## src/rtl/seg_pkg.sv

```systemverilog
// rtl/seg_pkg.sv - shared constants, scan states and hex decode table for the 7-segment scanner
package seg_pkg;

  localparam logic [6:0] SEG_BLANK = 7'b1111111;

  typedef enum logic {
    BLANK,
    DRIVE
  } scan_state_e;

  // Active-low {a,b,c,d,e,f,g}; lower-case glyphs for b and d keep them distinct from 8 and 0.
  function automatic logic [6:0] hex_to_seg(input logic [3:0] hex);
    logic [6:0] s;
    case (hex)
      4'h0:    s = 7'b0000001;
      4'h1:    s = 7'b1001111;
      4'h2:    s = 7'b0010010;
      4'h3:    s = 7'b0000110;
      4'h4:    s = 7'b1001100;
      4'h5:    s = 7'b0100100;
      4'h6:    s = 7'b0100000;
      4'h7:    s = 7'b0001111;
      4'h8:    s = 7'b0000000;
      4'h9:    s = 7'b0000100;
      4'hA:    s = 7'b0001000;
      4'hB:    s = 7'b1100000;
      4'hC:    s = 7'b0110001;
      4'hD:    s = 7'b1000010;
      4'hE:    s = 7'b0110000;
      default: s = 7'b0111000;
    endcase
    return s;
  endfunction

endpackage

```

## src/rtl/seg_hex_decode.sv

```systemverilog
// rtl/seg_hex_decode.sv - combinational hex nibble to active-low 7-segment pattern
module seg_hex_decode
  import seg_pkg::*;
(
  input  logic [3:0] hex_i,
  output logic [6:0] seg_o
);

  assign seg_o = hex_to_seg(hex_i);

endmodule

```

## src/rtl/seg_scan_ctrl.sv

```systemverilog
// rtl/seg_scan_ctrl.sv - time-multiplexed digit scanner with blanking gaps and frame-aligned word loads
module seg_scan_ctrl
  import seg_pkg::*;
#(
  parameter int DIGITS    = 4,
  parameter int TICK_DIV  = 50000,
  parameter int BLANK_CYC = 16
) (
  input  logic                  clk,
  input  logic                  rst,
  input  logic                  load,
  input  logic [4*DIGITS-1:0]   load_data,
  output logic                  load_ready,
  output logic [6:0]            seg,
  output logic [DIGITS-1:0]     an,
  output logic                  frame_done
);

  localparam int CNT_MAX = (TICK_DIV > BLANK_CYC) ? TICK_DIV : BLANK_CYC;
  localparam int CNT_W   = (CNT_MAX > 1) ? $clog2(CNT_MAX) : 1;
  localparam int IDX_W   = $clog2(DIGITS);

  localparam logic [CNT_W-1:0] TICK_LAST  = CNT_W'(TICK_DIV - 1);
  localparam logic [CNT_W-1:0] BLANK_LAST = CNT_W'(BLANK_CYC - 1);
  localparam logic [IDX_W-1:0] IDX_LAST   = IDX_W'(DIGITS - 1);

  scan_state_e               state_q, state_d;
  logic [IDX_W-1:0]          idx_q, idx_d;
  logic [CNT_W-1:0]          cnt_q, cnt_d;
  logic [DIGITS-1:0][3:0]    shadow_q, shadow_d;
  logic [DIGITS-1:0][3:0]    pending_q, pending_d;
  logic                      pend_valid_q, pend_valid_d;
  logic                      xfer_q, xfer_d;
  logic                      boundary;

  logic [6:0]                seg_q, seg_d;
  logic [DIGITS-1:0]         an_q, an_d;
  logic                      frame_done_q;
  logic                      load_ready_q;

  logic [3:0]                nib_d;
  logic [6:0]                dec_seg;

  always_comb begin
    state_d      = state_q;
    idx_d        = idx_q;
    cnt_d        = cnt_q + CNT_W'(1);
    shadow_d     = shadow_q;
    pending_d    = pending_q;
    pend_valid_d = pend_valid_q;
    xfer_d       = 1'b0;
    boundary     = 1'b0;

    if (state_q == BLANK) begin
      if (cnt_q == BLANK_LAST) begin
        cnt_d   = '0;
        state_d = DRIVE;
        if (idx_q == IDX_LAST) begin
          idx_d    = '0;
          boundary = 1'b1;
        end else begin
          idx_d = idx_q + IDX_W'(1);
        end
      end
    end else if (cnt_q == TICK_LAST) begin
      cnt_d   = '0;
      state_d = BLANK;
    end

    if (boundary && pend_valid_q) begin
      shadow_d = pending_q;
      xfer_d   = 1'b1;
    end

    // pend_valid drops one cycle after the copy so load_ready stays low through the frame_done cycle.
    if (xfer_q) begin
      pend_valid_d = 1'b0;
    end else if (load && !pend_valid_q) begin
      pending_d    = load_data;
      pend_valid_d = 1'b1;
    end
  end

  assign nib_d = shadow_d[idx_d];

  seg_hex_decode u_hex_decode (
    .hex_i (nib_d),
    .seg_o (dec_seg)
  );

  always_comb begin
    an_d  = '1;
    seg_d = SEG_BLANK;
    if (state_d == DRIVE) begin
      an_d[idx_d] = 1'b0;
      seg_d       = dec_seg;
    end
  end

  always_ff @(posedge clk) begin
    if (rst) begin
      state_q      <= BLANK;
      idx_q        <= IDX_LAST;
      cnt_q        <= '0;
      shadow_q     <= '0;
      pending_q    <= '0;
      pend_valid_q <= 1'b0;
      xfer_q       <= 1'b0;
      seg_q        <= SEG_BLANK;
      an_q         <= '1;
      frame_done_q <= 1'b0;
      load_ready_q <= 1'b1;
    end else begin
      state_q      <= state_d;
      idx_q        <= idx_d;
      cnt_q        <= cnt_d;
      shadow_q     <= shadow_d;
      pending_q    <= pending_d;
      pend_valid_q <= pend_valid_d;
      xfer_q       <= xfer_d;
      seg_q        <= seg_d;
      an_q         <= an_d;
      frame_done_q <= boundary;
      load_ready_q <= !pend_valid_d;
    end
  end

  assign seg        = seg_q;
  assign an         = an_q;
  assign frame_done = frame_done_q;
  assign load_ready = load_ready_q;

endmodule

```

## config.mk

```make
export PLATFORM = sky130hd
export DESIGN_NAME = seg_scan_ctrl
export DESIGN_NICKNAME = d
export VERILOG_FILES = /design/src/rtl/seg_pkg.sv /design/src/rtl/seg_hex_decode.sv /design/src/rtl/seg_scan_ctrl.sv
export SDC_FILE = /design/constraint.sdc
export NUM_CORES = 1
export LEC_CHECK = 0
export BUFFER_PORTS_ARGS = -buffer_cell sky130_fd_sc_hd__buf_2
export CAP_MARGIN = 25
export CELL_PAD_IN_SITES_DETAIL_PLACEMENT = 1
export CELL_PAD_IN_SITES_GLOBAL_PLACEMENT = 2
export CORE_AREA = 2 2 104 81
export DETAILED_ROUTE_END_ITERATION = 7
export DIE_AREA = 0 0 106 83
export PLACE_DENSITY_LB_ADDON = 0.05
export RECOVER_POWER = 25
export SLEW_MARGIN = 20
export SYNTH_ARGS = -nofsm -noshare
export SYNTH_HDL_FRONTEND = slang
export SYNTH_SLANG_ARGS = --single-unit
```

## constraint.sdc

```tcl
create_clock -name clk -period 9.7 [get_ports clk]
set_clock_uncertainty 0.1 [all_clocks]
set_input_delay 0.485 -clock clk [delete_from_list [all_inputs] [get_ports clk]]
set_output_delay 0.485 -clock clk [all_outputs]
set_load 0.05 [all_outputs]
```

Yosys cells after proc, flatten, opt, wreduce, memory -nomap -nowiden. Memory sizes are Yosys's and may differ from the RTL's. A register that Yosys moved wholly into a read port is not among the register bits. Index checks and enable logic that the tools add are counted.

Bits in registers: 59. Memory bits (read-only): 112. Bits of input ports: 19. Memories: 1.

Memories: (name not given) (depth 16, width 7, read ports 1, clocked after memory_dff 1, write ports 0, RTL line seg_pkg.sv:14) `case (hex)`.

Add/sub/neg operators: 2. $lt $le $gt $ge: 2. Equal/unequal tests: 3. Mux-type cells: 20. Bitwise gates (word level): 3. Reduce and logical (&&, ||, !) cells: 7.

Operator list (count): two-way mux 16 bit (4); adder 16 x 1 -> 16 bit (second input constant) (1); equality test 16 bit (second input constant) (1); equality test 16 x 4 -> 1 bit (second input constant) (1); two-way mux 1 bit (10); binary-select mux 4 bit (select 2 bit) (1); two-way mux 2 bit (3); two-way mux 4 bit (1); NOT 4 bit (1); logical AND 1 bit (3); < comparator 2 x 3 -> 1 bit (second input constant) (1); adder 2 x 1 -> 2 bit (second input constant) (1); demux 1 bit (select 2 bit) (1); equality test 2 bit (second input constant) (1); greater-or-equal comparator 2 x 1 -> 1 bit (second input constant) (1); logical NOT 1 bit (2); NOT 1 bit (2); AND reduction 2 bit (1); OR reduction 2 bit (1).

Depth between registers and ports, before layout. Gate-level depths: netlist of run 1.

Word-level depth: 9. Gate-level depth with buffers: 15.

Hierarchy. A second synthesis of run 1 with hierarchy kept.

Cells, all modules: 295. Area, all modules: 2787.7 sq um.

Modules (own cells, without submodules): seg_scan_ctrl (instances 1, cells an instance 262, area each 2518.7 sq um, seq. area each 1321.3 sq um); seg_hex_decode (instances 1, cells an instance 33, area each 269.0 sq um, seq. area each 0.0 sq um).

Worst setup path before layout of run 1. No wires, ideal clock.

Kind: register -> register. Start point: register cnt_q[6]. End point: register seg_q[3], in the netlist seg[3]. Setup time: 0.135 ns. Arrival time: 2.849 ns. Required time: 9.465 ns. Setup slack: 6.616 ns. Stages on the path, launching flop included: 15. Cell sequence: dfxtp_1 buf_6 or3_1 nor3_1 and3_1 buf_4 mux2i_1 o22ai_1 nor2_1 inv_1 ha_1 inv_1 mux2i_1 nor3b_1 a31oi_1.

Longest elaborated chain between the ends: 7. Elaborated cells between the ends (all ways): 15. Classes of those cells: eq/ne (2); mux (10); bitwise (1); reduce/logical (2).

Ends and longest elaborated chain: start: declaration (RTL line seg_scan_ctrl.sv:29) `logic [CNT_W-1:0] cnt_q, cnt_d;`; start signal: assignment (RTL line seg_scan_ctrl.sv:116) `cnt_q <= cnt_d;`; equality test 16 x 4 -> 1 bit (RTL line seg_scan_ctrl.sv:55) `if (cnt_q == BLANK_LAST) begin`; two-way mux 1 bit (RTL line seg_scan_ctrl.sv:55); two-way mux 1 bit (RTL line seg_scan_ctrl.sv:54) `if (state_q == BLANK) begin`; logical AND 1 bit (RTL line seg_scan_ctrl.sv:70) `if (boundary && pend_valid_q) begin`; two-way mux 16 bit (RTL line seg_scan_ctrl.sv:70); binary-select mux 4 bit (select 2 bit) (RTL line seg_scan_ctrl.sv:84) `assign nib_d = shadow_d[idx_d];`; two-way mux 4 bit (implied by the code) (RTL line seg_scan_ctrl.sv:84); end: declaration (RTL line seg_scan_ctrl.sv:36) `logic [6:0] seg_q, seg_d;`.

Several ways; a longest one is shown, not always the timed one. The select of a mux whose other input is x is not followed. A chain may end at the register's enable or synchronous reset.

Worst setup path in the final report of run 1.
Start point: register cnt_q[8]. End point: register seg_q[3], in the netlist seg[3].

The elaborated chain is that of the path after synthesis.

==> reports/summary.txt, run 1 <==
fill count -> 919
violated checks -> capacitance limit, slew limit
top cells by area, synth -> dfxtp_1, nand2_1, mux2i_1
Sw Ratio -> 0.242
boundary pin count -> 32
Min-Delay Path Class -> in -> reg
Setup Fix Bufs, Post-CTS -> 0
routed wire length -> 7100 um
Clock Latency Late Sink -> 0.34 ns
Post-Place Setup Slack -> 5.94 ns
Final Critical Period -> 3.82 ns
Worst-path clk slew -> 0.08 ns
Crit Path Max Fanout -> 8
Post-synth ARST share -> 0
synth unique cells -> 41
Die X -> 106 um
Seq pwr share -> 0.528
final setup vio count -> 0
top-count cell post-synth -> dfxtp_1
synthesis warning total -> 0
hold path start -> load_data[9]
Layout area overhead -> 13.5%
via count -> 2344
Max Cap Viol -> 1
Worst R2R Start -> cnt_q[8]
core area -> 7740 um^2
initial antenna violation count -> 0
Post-Syn Area -> 2880 um^2
drt via density -> 5.07
Total Power -> 531 uW
grt total ovfl -> 0
Clock Path Buffers -> 2
layout cells sized above 1 -> 0.109
Top FF cell, synth -> dfxtp_1
site row count -> 28
Worst path slowest cell -> nor3_1
syn_area_per_cell -> 8.83 um^2
NumNets Final -> 379
crit path cell chain -> or3_1 > nor3_1 > and3_1 > mux2i_1 > o22ai_1 > nor2_1 > inv_1 > ha_1 > inv_1 > mux2i_1 > nor3b_1 > a31oi_1
post-synth top area share -> 0.459
total die area -> 8800 um^2
sequential area share after synthesis -> 0.459
worst slew pin tran -> 1.80 ns
Synth area leader -> dfxtp_1
DR WL/cell -> 15.4 um
RSZ-0062 raised after global routing -> false
Post-Syn Nets -> 353
crit path capture type -> flip-flop
#FFs+latches synth -> 66
Worst EP arrival -> 3.93 ns
crit path from -> cnt_q[8]
setup TNS -> 0 ns
DR pass1 iterations -> 5
Crit Path Class -> reg -> reg
Lkg Pwr -> 0.00121 uW
status -> complete, but fails checks
CP delay by family, top -> simple AND/OR/NAND/NOR gates
post_cts resized -> 0
Detail Placement HPWL -> 5130 um
clk root buf -> clkbuf_8
# H-tree levels -> 3
Required @ worst endpoint -> 9.80 ns
# hold bufs at CTS -> 0
total CTS buffers -> 9
DRC Markers -> 0
Die Span Y -> 83 um
Cells after Synth -> 326
final worst path period share -> 0.394
Detail Route Antenna Nets -> 0
port bufs -> 31
Rel. slew slack -> -0.200
Slew Viols, Final -> 38
clock sinks -> 66
first-pass GRT wire length -> 11900 um
CTS tree -> yes
gpl congestion -> 0.809
Starting DRT DRC Count -> 105
PD cells -> 163 nW/um^2
Clock Power Share -> 0.433
Post-synth EDFFs -> 0
Diodes inserted -> 0
CP peak stage delay -> 0.62 ns
Final Hold Fails -> 0
GRT Util Overall -> 0.171
vias in the first global route -> 2299
switching component of the power -> 128 uW
Starting Density -> 0.372
Max VDD drop -> 0.0000657 V
buffers and inverters on the worst path -> 2
largest net degree at the start of global routing -> 38
setup ws final -> 5.88 ns
synth cell count leaders -> dfxtp_1, nand2_1, nor2_1
Int Pwr -> 403 uW
combinational power share -> 0.039
f_max -> 262 MHz
crit start category -> flip-flop
[worst min-delay path: stages]
cell	delay, ns
buf_2	0.09
nand2_1	0.04
a21oi_1	0.05
[final timing paths]
path | slack, ns | depth (start not counted) | to
hold / removal | 0.27 | 3 | pending_q[9]
setup / recovery | 5.88 | 12 | seg[3]
hold reg to reg | 0.36 | 1 | cnt_q[0]
setup reg to reg | 5.88 | 12 | seg[3]
[flip-flops by register name, summed over array words and instances (netlist names)]
signal        flops
an                4
cnt_q            16
frame_done        1
idx_q             2
load_ready        1
pend_valid_q      1
pending_q        16
seg               7
shadow_q         16
state_q           1
xfer_q            1
[routing by layer]
| layer | GRT usage | wire, um |
|---|---|---|
| met4 | 0.0502 | 68 |
| met1 | 0.260 | 3950 |
| met2 | 0.234 | 2790 |
| met3 | 0.0455 | 298 |
| met5 | 0 | 0 |
[kinds of logic (layout without fill, tap and decap cells)]
group / after synthesis / count (layout) / share of synthesized area
AO/OA/AOI/OAI: 65 / 65 / 0.133
XOR/XNOR: 14 / 14 / 0.0426
adder cells (fa/ha/maj): 8 / 8 / 0.0348
buffers and inverters: 23 / 54 / 0.0369
flip-flops: 66 / 66 / 0.459
multiplexers: 13 / 13 / 0.0452
AND/OR/NAND/NOR: 137 / 137 / 0.249
[power groups by stage]
stage | logic (uW) | clock network [uW] | registers, uW
after floorplan | 13.2 | 0 | 286
after global placement | 21.2 | 0 | 287
after detailed placement | 21.3 | 0 | 287
after CTS | 21.3 | 239 | 280
after global routing | 24.1 | 248 | 281
final | 20.8 | 230 | 280
[placed cells by master, fill, tap and decap left out, types with 6 or more instances in the layout]
cell type	instances
xor2_1	9
nand2_1	45
nand4_1	11
inv_1	6
o21ai_0	11
a21oi_1	25
buf_2	17
nand3_1	9
and3_1	7
and2_1	7
clkbuf_8	9
ha_1	8
nor2_1	33
mux2i_1	13
a22oi_1	8
clkbuf_1	15
dfxtp_1	66
[per-stage QoR]
step | hold slack, ns | instance area, um^2 | utilization | instances
after floorplan | 0.318 | 2880 | - | 326
after global placement | 0.343 | 3090 | 0.399 | 446
after detailed placement | 0.349 | 3090 | 0.399 | 446
after CTS | 0.254 | 3280 | 0.424 | 462
after global routing | 0.260 | 3270 | 0.422 | 462
final | 0.270 | 3270 | 0.422 | 462
[final cells by class]
class                      instances  area, um^2  area share
multi-input combinational        237        1450       0.444
sequential                        66        1320       0.404
timing repair buffer              32         145      0.0444
tap                              105         131      0.0402
clock buffer                      10         128      0.0391
clock inverter                     6        67.6      0.0207
inverter                           6        22.5     0.00689
Note: power is estimated with default switching activity, not from simulation.
==> run 2: changes to the inputs <==
--- a/config.mk
+++ b/config.mk
@@ -9,9 +9,9 @@
 export CAP_MARGIN = 25
 export CELL_PAD_IN_SITES_DETAIL_PLACEMENT = 1
 export CELL_PAD_IN_SITES_GLOBAL_PLACEMENT = 2
-export CORE_AREA = 2 2 104 81
+export CORE_AREA = 2 2 113 88
 export DETAILED_ROUTE_END_ITERATION = 7
-export DIE_AREA = 0 0 106 83
+export DIE_AREA = 0 0 115 90
 export PLACE_DENSITY_LB_ADDON = 0.05
 export RECOVER_POWER = 25
 export SLEW_MARGIN = 20
==> constraint.sdc (replaced) <==
create_clock -name clk -period 3.2 [get_ports clk]
set_clock_uncertainty 0.1 [all_clocks]
set_input_delay 0.16 -clock clk [delete_from_list [all_inputs] [get_ports clk]]
set_output_delay 0.16 -clock clk [all_outputs]
set_load 0.05 [all_outputs]
==> reports/summary.txt, run 2 (synthesized netlist as in run 1, its figures left out) <==
Diodes inserted -> 0
total CTS buffers -> 9
Required @ worst endpoint -> 3.31 ns
via count -> 2490
routed wire length -> 7570 um
Rel. slew slack -> 0.437
boundary pin count -> 32
f_max -> 334 MHz
Max Cap Viol -> 0
Starting Density -> 0.309
crit path cell chain -> ha_2 > nor4b_4 > nand4_2 > or4_4 > and2_1 > o22ai_1 > or2_4 > inv_1 > ha_1 > mux2i_1 > nor3b_1 > a31oi_1
Clock Latency Late Sink -> 0.33 ns
Final Critical Period -> 2.99 ns
Lkg Pwr -> 0.00137 uW
Starting DRT DRC Count -> 115
total die area -> 10400 um^2
Layout Utilization -> 0.397
Detail Placement HPWL -> 5490 um
fin cells -> 505
largest net degree at the start of global routing -> 38
RSZ-0062 raised after global routing -> false
fill count -> 1088
Die X -> 115 um
grt total ovfl -> 0
NumNets Final -> 413
setup TNS -> 0 ns
CTS tree -> yes
Layout area overhead -> 28.3%
status -> complete, no violations
Min-Delay Path Class -> in -> reg
buffers and inverters on the worst path -> 1
cell count after placement -> 472
clk root buf -> clkbuf_16
PD cells -> 498 nW/um^2
worst slew pin tran -> 0.844 ns
Worst path slowest cell -> or4_4
final worst path period share -> 0.935
# H-tree levels -> 3
core area -> 9310 um^2
biggest regs -> cnt_q x16, pending_q x16, shadow_q x16
DR pass1 iterations -> 4
final setup vio count -> 0
drt via density -> 4.93
Worst-path clk slew -> 0.05 ns
clock sinks -> 66
Worst EP arrival -> 3.10 ns
most common cell after layout, fill and taps aside -> dfxtp_1
crit path capture type -> flip-flop
first-pass GRT wire length -> 12500 um
Die Span Y -> 90 um
Clock Path Buffers -> 2
CP peak stage delay -> 0.53 ns
gpl congestion -> 0.782
layout cells sized above 1 -> 0.151
most frequent cells in the layout -> dfxtp_1, nand2_1, nor2_1
CP delay by family, top -> simple AND/OR/NAND/NOR gates
Max VDD drop -> 0.000192 V
Crit Path Max Fanout -> 6
crit start category -> flip-flop
initial antenna violation count -> 0
Crit Path Class -> reg -> reg
GRT Util Overall -> 0.160
DRC Markers -> 0
site row count -> 31
Final Hold Fails -> 0
Slew Viols, Final -> 0
vias in the first global route -> 2371
DR WL/cell -> 15.0 um
Detail Route Antenna Nets -> 0
port bufs -> 31
[run 2: final timing paths]
check	end	slack [ns]	from	depth (start not counted)
worst max-delay path	seg[3]	0.21	cnt_q[0]	12
worst min register to register	cnt_q[0]	0.34	cnt_q[0]	1
worst max register to register	seg[3]	0.21	cnt_q[0]	12
worst min-delay path	shadow_q[12]	0.28	rst	2
[run 2: layer usage]
layer  track usage  vias up  share of wire
met4        0.0703        0          0.022
li1              -     1260              -
met3        0.0492       16          0.046
met5             0        -              0
met2         0.199       44           0.37
met1         0.245     1170           0.56
[run 2: what timing repair did]
action	4_1_cts	5_1_grt
hold buffers	17	0
endpoints found under the hold margin	18	0
setup buffers	1	0
pin swaps	1	1
gates resized for setup	0	8
endpoints found under the setup margin	1	6
[run 2: final cells by class]
type                            instances  area [um^2]  share of cell area
Inverter                                6         22.5             0.00610
Timing Repair Buffer                   66          455               0.123
Tap cell                              115          144              0.0390
Sequential cell                        66         1320               0.358
Clock inverter                          2         12.5             0.00339
Multi-Input combinational cell        237         1480               0.400
Clock buffer                           13          260              0.0705
[run 2: worst register-to-register path, cell delays in order, from the launching register on]
cell and delay (ns):
dfxtp_1 0.35, ha_2 0.21, nor4b_4 0.22, nand4_2 0.17
or4_4 0.53, and2_1 0.21, o22ai_1 0.19, or2_4 0.19
inv_1 0.08, ha_1 0.31, mux2i_1 0.07, nor3b_1 0.21
a31oi_1 0.06
[run 2: report_power, final]
part / switching (uW) / total (uW) / internal (uW)
combinational: 43.8 / 81.1 / 37.3
clock: 348 / 909 / 561
sequential: 11.6 / 851 / 839
[run 2: stage by stage]
step	hold slack, ns	setup WS, ns	area [um^2]	total power (uW)
6_report	0.283	0.208	3690	1840
5_1_grt	0.299	0.0109	3690	1930
4_1_cts	0.267	0.0642	3680	1870
3_5_place_dp	0.308	0.00717	3230	934
3_3_place_gp	0.302	0.0970	3230	933
2_1_floorplan	0.190	0.116	2880	906
==> run 3: changes to the inputs <==
--- a/config.mk
+++ b/config.mk
@@ -9,12 +9,13 @@
 export CAP_MARGIN = 25
 export CELL_PAD_IN_SITES_DETAIL_PLACEMENT = 1
 export CELL_PAD_IN_SITES_GLOBAL_PLACEMENT = 2
-export CORE_AREA = 2 2 113 88
+export CORE_AREA = 2 2 124 78
 export DETAILED_ROUTE_END_ITERATION = 7
-export DIE_AREA = 0 0 115 90
+export DIE_AREA = 0 0 126 80
 export PLACE_DENSITY_LB_ADDON = 0.05
 export RECOVER_POWER = 25
 export SLEW_MARGIN = 20
 export SYNTH_ARGS = -nofsm -noshare
 export SYNTH_HDL_FRONTEND = slang
+export SYNTH_HIERARCHICAL = 1
 export SYNTH_SLANG_ARGS = --single-unit
==> reports/summary.txt, run 3 <==
Slew Viols, Final -> 39
Post-Syn Area -> 2790 um^2
sequential area share after synthesis -> 0.474
DR pass1 iterations -> 4
Max Cap Viol -> 1
hold depth -> 2
Post-Syn Nets -> 323
Worst R2R Start -> cnt_q[10]
routed wire length -> 6670 um
CTS tree -> yes
Diodes inserted -> 0
first-pass GRT wire length -> 10800 um
Min-Delay Path Class -> in -> reg
synth cell count leaders -> dfxtp_1, nor2_1, nand2_1
syn_area_per_cell -> 9.45 um^2
top-count cell post-synth -> dfxtp_1
violated checks -> capacitance limit, slew limit
crit path cell chain -> nor4_4 > nand3_4 > nor3_4 > buf_4 > mux2i_2 > mux2_4 > buf_4 > ha_1 > mux4_2 > nand2b_4
Final Critical Period -> 3.09 ns
Synth area leader -> dfxtp_1
grt total ovfl -> 0
biggest regs -> cnt_q x16, pending_q x16, shadow_q x16
Rel. slew slack -> -0.0920
via count -> 2151
Clock Path Buffers -> 2
Required @ worst endpoint -> 3.33 ns
Die X -> 126 um
Hold Path Sink -> load_ready
Detail Route Antenna Nets -> 0
Seq pwr share -> 0.442
CP peak stage delay -> 0.47 ns
Detail Placement HPWL -> 4620 um
Int Pwr -> 1510 uW
Post-Place Setup Slack -> -0.0625 ns
fin cells -> 485
Worst-path clk slew -> 0.06 ns
gpl congestion -> 0.732
Starting DRT DRC Count -> 107
status -> complete, but fails checks
Layout area overhead -> 35.9%
Lkg Pwr -> 0.00143 uW
switching component of the power -> 410 uW
hold path start -> load
Max VDD drop -> 0.000288 V
Clock Latency Late Sink -> 0.33 ns
setup ws final -> 0.111 ns
R2R Path End -> seg[3]
clock sinks -> 66
total die area -> 10100 um^2
post-synth top area share -> 0.474
DR WL/cell -> 13.8 um
DRC Markers -> 0
most common cell after layout, fill and taps aside -> dfxtp_1
top cells by area, synth -> dfxtp_1, mux2i_1, nor2_1
Clock Power Share -> 0.519
#FFs+latches synth -> 66
site row count -> 27
synth unique cells -> 35
crit start category -> flip-flop
cell count after placement -> 446
Crit Path Max Fanout -> 4
Top FF cell, synth -> dfxtp_1
Die Span Y -> 80 um
Cells after Synth -> 295
Crit Path Class -> reg -> reg
total CTS buffers -> 9
port bufs -> 31
worst slew pin tran -> 1.64 ns
boundary pin count -> 32
Post-synth ARST share -> 0
crit path from -> cnt_q[10]
most used cell, CP -> buf_4
WHS -> 0.00575 ns
combinational power share -> 0.039
GRT Util Overall -> 0.142
# H-tree levels -> 3
f_max -> 324 MHz
Starting Density -> 0.313
final worst path period share -> 0.965
final setup vio count -> 0
Post-synth EDFFs -> 0
R2R cell count -> 10
vias in the first global route -> 2078
drt via density -> 4.44
Final Hold Fails -> 0
most frequent cells in the layout -> dfxtp_1, nor2_1, nand2_1
fill count -> 1043
layout cells sized above 1 -> 0.241
Sw Ratio -> 0.213
largest net degree at the start of global routing -> 39
initial antenna violation count -> 0
reg2reg setup slack -> 0.11 ns
NumNets Final -> 393
Worst path slowest cell -> mux4_2
core area -> 8920 um^2
clk root buf -> clkbuf_16
synthesis warning total -> 6
PD cells -> 508 nW/um^2
Worst EP arrival -> 3.21 ns
crit path capture type -> flip-flop
## run 3: cell count changes after synthesis, sizes merged, moves of 4 or more
| cell | previous run | this run |
|---|---|---|
| nand2b | 5 | 12 |
| o22ai | 5 | 0 |
| nor2 | 33 | 45 |
| o21ai | 16 | 3 |
| and2 | 7 | 2 |
| mux2 | 0 | 4 |
| a22oi | 8 | 0 |
| nand4 | 12 | 1 |
| mux2i | 13 | 32 |
| nand2 | 45 | 39 |
| a21oi | 25 | 18 |
## run 3: timing repair
item                       4_1_cts  5_1_grt
hold buffers                    16        0
hold endpoints to repair        16        0
setup endpoints to repair        1        5
pin swaps                        1        4
gates resized for setup          7       20
setup buffers                    4        4
## run 3: routing by layer
metal | track usage | part of all wire | wire, um | vias up
met2 | 0.185 | 0.38 | 2520 | 35
met5 | 0 | 0 | 0 | -
met3 | 0.0536 | 0.040 | 267 | 12
met1 | 0.207 | 0.57 | 3780 | 982
met4 | 0.0527 | 0.016 | 105 | 0
li1 | - | - | - | 1122
## run 3: cells by family after synthesis
kind of cell | after synthesis | share of synthesized area
xor+xnor | 14 | 0.0440
simple gates | 127 | 0.220
buf+inv | 19 | 0.0341
fa+ha+maj | 9 | 0.0404
compound gates | 23 | 0.0440
mux | 37 | 0.144
flops | 66 | 0.474
## run 3: worst max path at each step
stage | endpoint | depth (start not counted)
final | seg[3] | 10
after global routing | seg[3] | 11
after CTS | seg[3] | 12
after detailed placement | seg[3] | 12
after global placement | seg[3] | 12
after floorplan | seg[3] | 13
## run 3: critical path, delay by kind of cell (launching register included)
kind / cells / cell delay, ns
muxes: 3 / 1.18
DFF: 1 / 0.36
buffers and inverters: 2 / 0.33
adders and majority gates: 1 / 0.21
and+or+nand+nor: 4 / 0.82
## run 3: cell type report
type | count | area [um^2] | area share
clock inverters | 4 | 51.3 | 0.0135
flip-flops and latches | 66 | 1330 | 0.352
clock buffers | 11 | 253 | 0.0667
multi-input cells | 210 | 1480 | 0.391
repair buffers | 73 | 505 | 0.133
inverters | 5 | 18.8 | 0.00496
well taps | 116 | 145 | 0.0383
## run 3: power by group through the flow
stage	clock [uW]	sequential [uW]	combinational [uW]
6_report	998	850	74.2
5_1_grt	1070	852	84.7
4_1_cts	1030	850	75.4
3_5_place_dp	0	867	60.0
3_3_place_gp	0	867	60.7
2_1_floorplan	0	866	36.8
## run 3: metrics by stage
stage	instance area (um^2)	total power [uW]	setup TNS, ns	util
2_1_floorplan	2800	902	0	-
3_3_place_gp	3170	927	-0.00119	0.356
3_5_place_dp	3170	927	-0.0625	0.356
4_1_cts	3690	1950	0	0.414
5_1_grt	3790	2000	-0.0111	0.425
6_report	3790	1920	0	0.425
